File: src/rtl/mips150_mem_stage.sv
// mips150_mem_stage: memory-access stage of the MIPS150 pipeline.
//   X side (combinational): byte enables, word address and lane-replicated
//   store data for the synchronous data BRAM.
//   M side (registered): M/W boundary register and aligned, sign/zero
//   extended writeback data taken from the BRAM read port.
// Ports:
//   clk, rst_n            clock, async active-low reset
//   stall                 holds the M register and suppresses side effects
//   alu_addr, store_data  address/ALU result and store value from X
//   mem_write, mask       store size (00/SB/SH/SW) and load type
//   mem_to_reg, reg_write load flag and register-write flag
//   wa                    destination register
//   dmem_we/addr/din      BRAM write enables (bit 3 = offset 0), address, data
//   dmem_dout             BRAM read data, one cycle after dmem_addr
//   wb_reg_write, wb_wa, wb_data  writeback strobe, register, value
//   misalign_err          one-cycle misaligned-access flag
// Build option: define MEM_MISALIGN_EN to detect misaligned halfword/word
// accesses; otherwise low address bits beyond the access size are ignored.
module mips150_mem_stage #(
  parameter int DMEM_AW = 12
) (
  input  logic               clk,
  input  logic               rst_n,
  input  logic               stall,
  input  logic [31:0]        alu_addr,
  input  logic [31:0]        store_data,
  input  logic [1:0]         mem_write,
  input  logic [2:0]         mask,
  input  logic               mem_to_reg,
  input  logic               reg_write,
  input  logic [4:0]         wa,
  output logic [3:0]         dmem_we,
  output logic [DMEM_AW-1:0] dmem_addr,
  output logic [31:0]        dmem_din,
  input  logic [31:0]        dmem_dout,
  output logic               wb_reg_write,
  output logic [4:0]         wb_wa,
  output logic [31:0]        wb_data,
  output logic               misalign_err
);

  logic [1:0]  off;
  logic        misal;
  logic [3:0]  we_raw;

  assign off       = alu_addr[1:0];
  assign dmem_addr = alu_addr[DMEM_AW+1:2];

`ifdef MEM_MISALIGN_EN
  always_comb begin
    misal = 1'b0;
    if (mem_write == 2'b10)
      misal = alu_addr[0];
    else if (mem_write == 2'b11)
      misal = |off;
    else if (mem_to_reg) begin
      case (mask)
        3'b000, 3'b011: misal = 1'b0;
        3'b001, 3'b100: misal = alu_addr[0];
        default:        misal = |off;    // LW and the LW-aliased encodings
      endcase
    end
  end
`else
  assign misal = 1'b0;
`endif

  always_comb begin
    we_raw   = 4'b0000;
    dmem_din = store_data;
    case (mem_write)
      2'b01: begin
        we_raw   = 4'b1000 >> off;
        dmem_din = {4{store_data[7:0]}};
      end
      2'b10: begin
        we_raw   = off[1] ? 4'b0011 : 4'b1100;
        dmem_din = {2{store_data[15:0]}};
      end
      2'b11:   we_raw = 4'b1111;
      default: we_raw = 4'b0000;
    endcase
  end

  assign dmem_we = (stall || misal) ? 4'b0000 : we_raw;

  // M-stage register
  logic        mload_q;
  logic [2:0]  mmask_q;
  logic [1:0]  moff_q;
  logic [31:0] malu_q;
  logic [4:0]  mwa_q;
  logic        mrw_q;
  logic        merr_q;

  always_ff @(posedge clk or negedge rst_n) begin
    if (!rst_n) begin
      mload_q <= 1'b0;
      mmask_q <= 3'b000;
      moff_q  <= 2'b00;
      malu_q  <= 32'h0;
      mwa_q   <= 5'd0;
      mrw_q   <= 1'b0;
      merr_q  <= 1'b0;
    end else if (!stall) begin
      mload_q <= mem_to_reg;
      mmask_q <= mask;
      moff_q  <= off;
      malu_q  <= alu_addr;
      mwa_q   <= wa;
      mrw_q   <= reg_write && !misal;
      merr_q  <= misal;
    end
  end

  // The BRAM output only reflects the load address in the first M cycle;
  // once stalled, upstream may re-present other addresses, so freeze it.
  logic        hold_v_q, hold_v_d;
  logic [31:0] rd_hold_q, rd_hold_d;

  always_comb begin
    hold_v_d  = hold_v_q;
    rd_hold_d = rd_hold_q;
    if (!stall)
      hold_v_d = 1'b0;
    else if (mload_q && !hold_v_q) begin
      hold_v_d  = 1'b1;
      rd_hold_d = dmem_dout;
    end
  end

  always_ff @(posedge clk or negedge rst_n) begin
    if (!rst_n) begin
      hold_v_q  <= 1'b0;
      rd_hold_q <= 32'h0;
    end else begin
      hold_v_q  <= hold_v_d;
      rd_hold_q <= rd_hold_d;
    end
  end

  logic [31:0] rd;
  logic [7:0]  rd_byte;
  logic [15:0] rd_half;
  logic [31:0] ld_val;

  assign rd      = hold_v_q ? rd_hold_q : dmem_dout;
  assign rd_half = moff_q[1] ? rd[15:0] : rd[31:16];

  always_comb begin
    case (moff_q)
      2'd0:    rd_byte = rd[31:24];
      2'd1:    rd_byte = rd[23:16];
      2'd2:    rd_byte = rd[15:8];
      default: rd_byte = rd[7:0];
    endcase
  end

  always_comb begin
    case (mmask_q)
      3'b000:  ld_val = {{24{rd_byte[7]}}, rd_byte};
      3'b001:  ld_val = {{16{rd_half[15]}}, rd_half};
      3'b011:  ld_val = {24'h0, rd_byte};
      3'b100:  ld_val = {16'h0, rd_half};
      default: ld_val = rd;
    endcase
  end

  assign wb_data      = mload_q ? ld_val : malu_q;
  assign wb_reg_write = mrw_q && !stall;
  assign wb_wa        = stall ? 5'd0 : mwa_q;

`ifdef MEM_MISALIGN_EN
  assign misalign_err = merr_q && !stall;
`else
  assign misalign_err = 1'b0 & merr_q;
`endif

endmodule

File: config.mk
export PLATFORM = sky130hd
export DESIGN_NAME = mips150_mem_stage
export DESIGN_NICKNAME = d
export VERILOG_FILES = /design/src/rtl/mips150_mem_stage.sv
export SDC_FILE = /design/constraint.sdc
export NUM_CORES = 1
export LEC_CHECK = 0
export CAP_MARGIN = 15
export CORE_MARGIN = 3
export CORE_UTILIZATION = 30
export DETAILED_ROUTE_END_ITERATION = 8
export GPL_TIMING_DRIVEN = 1
export PLACE_DENSITY = 0.7
export SLEW_MARGIN = 20
export SYNTH_ARGS = -nofsm -noshare
export SYNTH_HDL_FRONTEND = slang
export SYNTH_SLANG_ARGS = --single-unit
File: constraint.sdc
create_clock -name clk -period 2.3 [get_ports clk]
set_input_delay 0.46 -clock clk [delete_from_list [all_inputs] [get_ports clk]]
set_output_delay 0.46 -clock clk [all_outputs]
set_load 0.05 [all_outputs]
==> run_results.csv, run 1 <==
group,metric,value,unit
status,outcome,"finished with violations",
status,violations,"setup timing",
synthesis,ys_seq_area_share,37.52,%
setup_path,crit_chain,"buf_6, mux2i_2, mux4_2, o21a_4, buf_12, a221oi_4, buf_12",
synthesis,syn-cell-area,5002,sq um
final_layout,final_core_util,56.28,%
grt,grt_max_degree,40,
grt,antenna_found_initial,2,
timing,fin_ws,-0.6272,ns
setup_path,required,1.84,ns
final_layout,nets,804,
pwr,p_int,4.002,mW
synthesis,ys_seq_elements,75,
route,drcViolationCount,0,
pwr,max-vdd-ir-drop,0.3875,mV
route,wl,17370,um
placement,port_buffers,196,
pwr,power.switching,2.388,mW
final_layout,area_delta_synth_final,81.32,%
cts,cts_buffer_depth,2,
floorplan,initial_utilization,31.04,%
floorplan,core,16120,sq um
synthesis,synthFlopType,"dfrtp_1",
cts,cts_tree,"built",
placement,preCtsSetupSlack,-0.6255,ns
final_layout,seq_area,1879,sq um
timing,setup_viol,32,
cts,cts_buffers,9,
synthesis,synth-edff-count,0,
timing,fmax,341.6,MHz
pwr,clockPowerShare,21.8,%
cts,cts_sinks,75,
setup_path,endpoint_kind,"output pin",
pwr,powerDensity,704.5,nW/um^2
synthesis,netlist-cell-type-count,46,
route,postRouteAntennaNets,0,
synthesis,syn-num-nets,580,
route,wl_per_cell,19.07,um
setup_path,criticalPathCategory,"flip-flop to output pin",
synthesis,synth_cells,465,
timing,slew_headroom,64.42,%
setup_path,crit_arrival,2.47,ns
setup_path,crit_fanout,7,
final_layout,final_cell_mix,"clkdlybuf4s50_1, buf_12, mux2_2",
synthesis,avgSynthCellArea,10.76,sq um
placement,gp_congestion,0.8171,
cts,worstSkewPairLatency,0.34,ns
pwr,swShare,37.38,%
grt,grt_overflow,0,
placement,hpwlAfterDp,13690,um
floorplan,ios,198,
floorplan,core.rowCount,46,
timing,post-route-period-util,127.3,%
setup_path,critical_path.max_stage_delay,0.55,ns
pwr,p_leak,3.716,nW
pwr,p_seq_share,26.4,%
route,dr_total_vias,4658,
floorplan,die-area,18260,sq um
cts,root_buffer,"clkbuf_16",
timing,hold_ws,0.07853,ns
cts,h-tree-depth,3,
grt,grt_pass1_vias,5077,
final_layout,nFillCells,1362,
route,vias_per_cell,5.113,
floorplan,die_h,135.1,um
flow_run,cap_violations,0,
grt,grt_usage,19.12,%
final_layout,final_common_cell,"clkdlybuf4s50_1",
timing,hold_viol_final,0,
final_layout,drive_gt1_share,50.72,%
setup_path,cpMaxStageDelayCell,"mux4_2",
pwr,power,6.390,mW
grt,grt_pass1_wl,27190,um
setup_path,crit_top_cell,"buf_12",
timing,fin_worst_skew,0.007352,ns
min_path,min_path_type,"input pin to asynchronous set/reset pin",
timing,worst_pin_slew,0.5338,ns
route,drtIter0Drc,203,
timing,rsz0062_at_grt,"yes",
cts,cts.clk_slew.worst_paths,0.07,ns
synthesis,async_flop_share,100.0,%
final_layout,multi_input_area,3174,sq um
timing,fin_crit,2.927,ns
final_layout,final_cells,911,
route,firstDrtPassIters,4,
synthesis,yosysWarnings,0,
cts,cts_hold_buf,0,
timing,maxSlewViolCount,0,
setup_path,worstSetupStartpointType,"flip-flop",
pwr,p_comb_share,51.8,%
floorplan,die_w,135.1,um
placement,dp.cells,883,
cell usage after synthesis, drive strengths merged (8+ instances only):
library cell  instances  area, sq um
mux2i                19        190.2
inv                  12        45.04
nand2                24        90.09
o22a                 16        151.4
dfrtp                75         1877
nor2b                22        137.6
buf                  34        247.7
o22ai                 8        50.05
nor3                  8        40.04
mux4                  9        229.0
a22o                  8        70.07
clkbuf               26        97.59
a22oi                 8        60.06
a21oi                14        70.07
a211oi               13        97.59
a221oi                8        120.1
nor2                 31        116.4
mux2                 80        900.9
power groups by stage:
| stage | logic, mW | registers, mW | clock network (mW) |
|---|---|---|---|
| after CTS | 3.31 | 1.68 | 1.42 |
| after global placement | 3.10 | 1.68 | 0 |
| after detailed placement | 3.15 | 1.70 | 0 |
| after floorplan | 1.79 | 1.65 | 0 |
| final | 3.31 | 1.69 | 1.39 |
| after global routing | 3.47 | 1.71 | 1.47 |
timing repair:
| action | CTS | global route |
|---|---|---|
| setup buffers | 9 | 2 |
| resized for setup | 66 | 11 |
| setup endpoints to repair | 60 | 37 |
| pin swaps | 13 | 3 |
cell type report:
cell class / count / share of cell area (%)
sequential: 75 / 20.72
multi-input combinational: 318 / 35.00
timing repair buffer: 273 / 37.52
tap: 216 / 2.980
clock buffer: 11 / 2.787
clock inverter: 5 / 0.4690
inverter: 12 / 0.4966
antenna: 1 / 0.02759
final timing paths:
kind / slack, ns / cells past startpoint / to / from
min in group clk: 0.50 / 1 / mwa_q[0]$_DFFE_PN0N_ / mwa_q[0]$_DFFE_PN0N_
worst max-delay path: -0.63 / 7 / wb_data[9] / hold_v_q$_DFFE_PN0P_
max in group asynchronous: 1.51 / 2 / rd_hold_q[4]$_DFFE_PN0P_ / rst_n
worst max register to register: 0.63 / 5 / rd_hold_q[13]$_DFFE_PN0P_ / hold_v_q$_DFFE_PN0P_
worst min-delay path: 0.08 / 1 / malu_q[28]$_DFFE_PN0N_ / rst_n
worst min register to register: 0.50 / 1 / mwa_q[0]$_DFFE_PN0N_ / mwa_q[0]$_DFFE_PN0N_
layer usage:
metal | up-vias | global-route usage [%] | part of all wire, %
met1 | 2283 | 22.71 | 39
met3 | 27 | 5.869 | 7.7
met5 | - | 0 | 0.040
met2 | 199 | 32.63 | 51
li1 | 2147 | - | -
met4 | 2 | 7.055 | 2.0
state kept, by name (all words and copies together) (netlist names):
| register | count |
|---|---|
| rd_hold_q | 32 |
| malu_q | 31 |
| mwa_q | 5 |
| mmask_q | 3 |
| hold_v_q | 1 |
| mload_q | 1 |
| moff_q | 1 |
| mrw_q | 1 |
metrics by stage:
| stage | TNS, ns | instance area [sq um] |
|---|---|---|
| floorplan | -3.925 | 5268 |
| global placement | -20.19 | 8447 |
| detailed placement | -22.96 | 8447 |
| CTS | -15.69 | 9004 |
| global route | -17.08 | 9070 |
| finish | -15.25 | 9070 |
cells by family (layout without fill, tap and decap cells):
logic type	Yosys count	count (layout)	synth area share (%)
adders and majority gates	4	4	1.001
buffers and inverters	72	301	7.804
DFF	75	75	37.52
AOI/OAI and AO/OA	102	102	17.06
muxes	108	108	26.39
xor gates and xnor gates	1	1	0.1751
and+or+nand+nor	102	102	9.980
other	1	2	0.07497
worst max-delay path, delay by kind of cell (launching register included):
kind                   cells  cell delay (ns)
muxes                      2             0.70
AOI/OAI and AO/OA          2             0.54
buffers and inverters      3             0.46
DFF                        1             0.42
Note: power is estimated with default switching activity, not from simulation.
==> inputs of run 2 (changes only) <==
CAP_MARGIN = 10   (was 15)
==> results of run 2 <==
Same layout as run 1: the final DEF is identical, and so are final timing and power.
==> inputs of run 3 (changes only) <==
GPL_ROUTABILITY_DRIVEN = 0   (was default)
==> results of run 3 <==
Same layout as run 1: the final DEF is identical, and so are final timing and power.
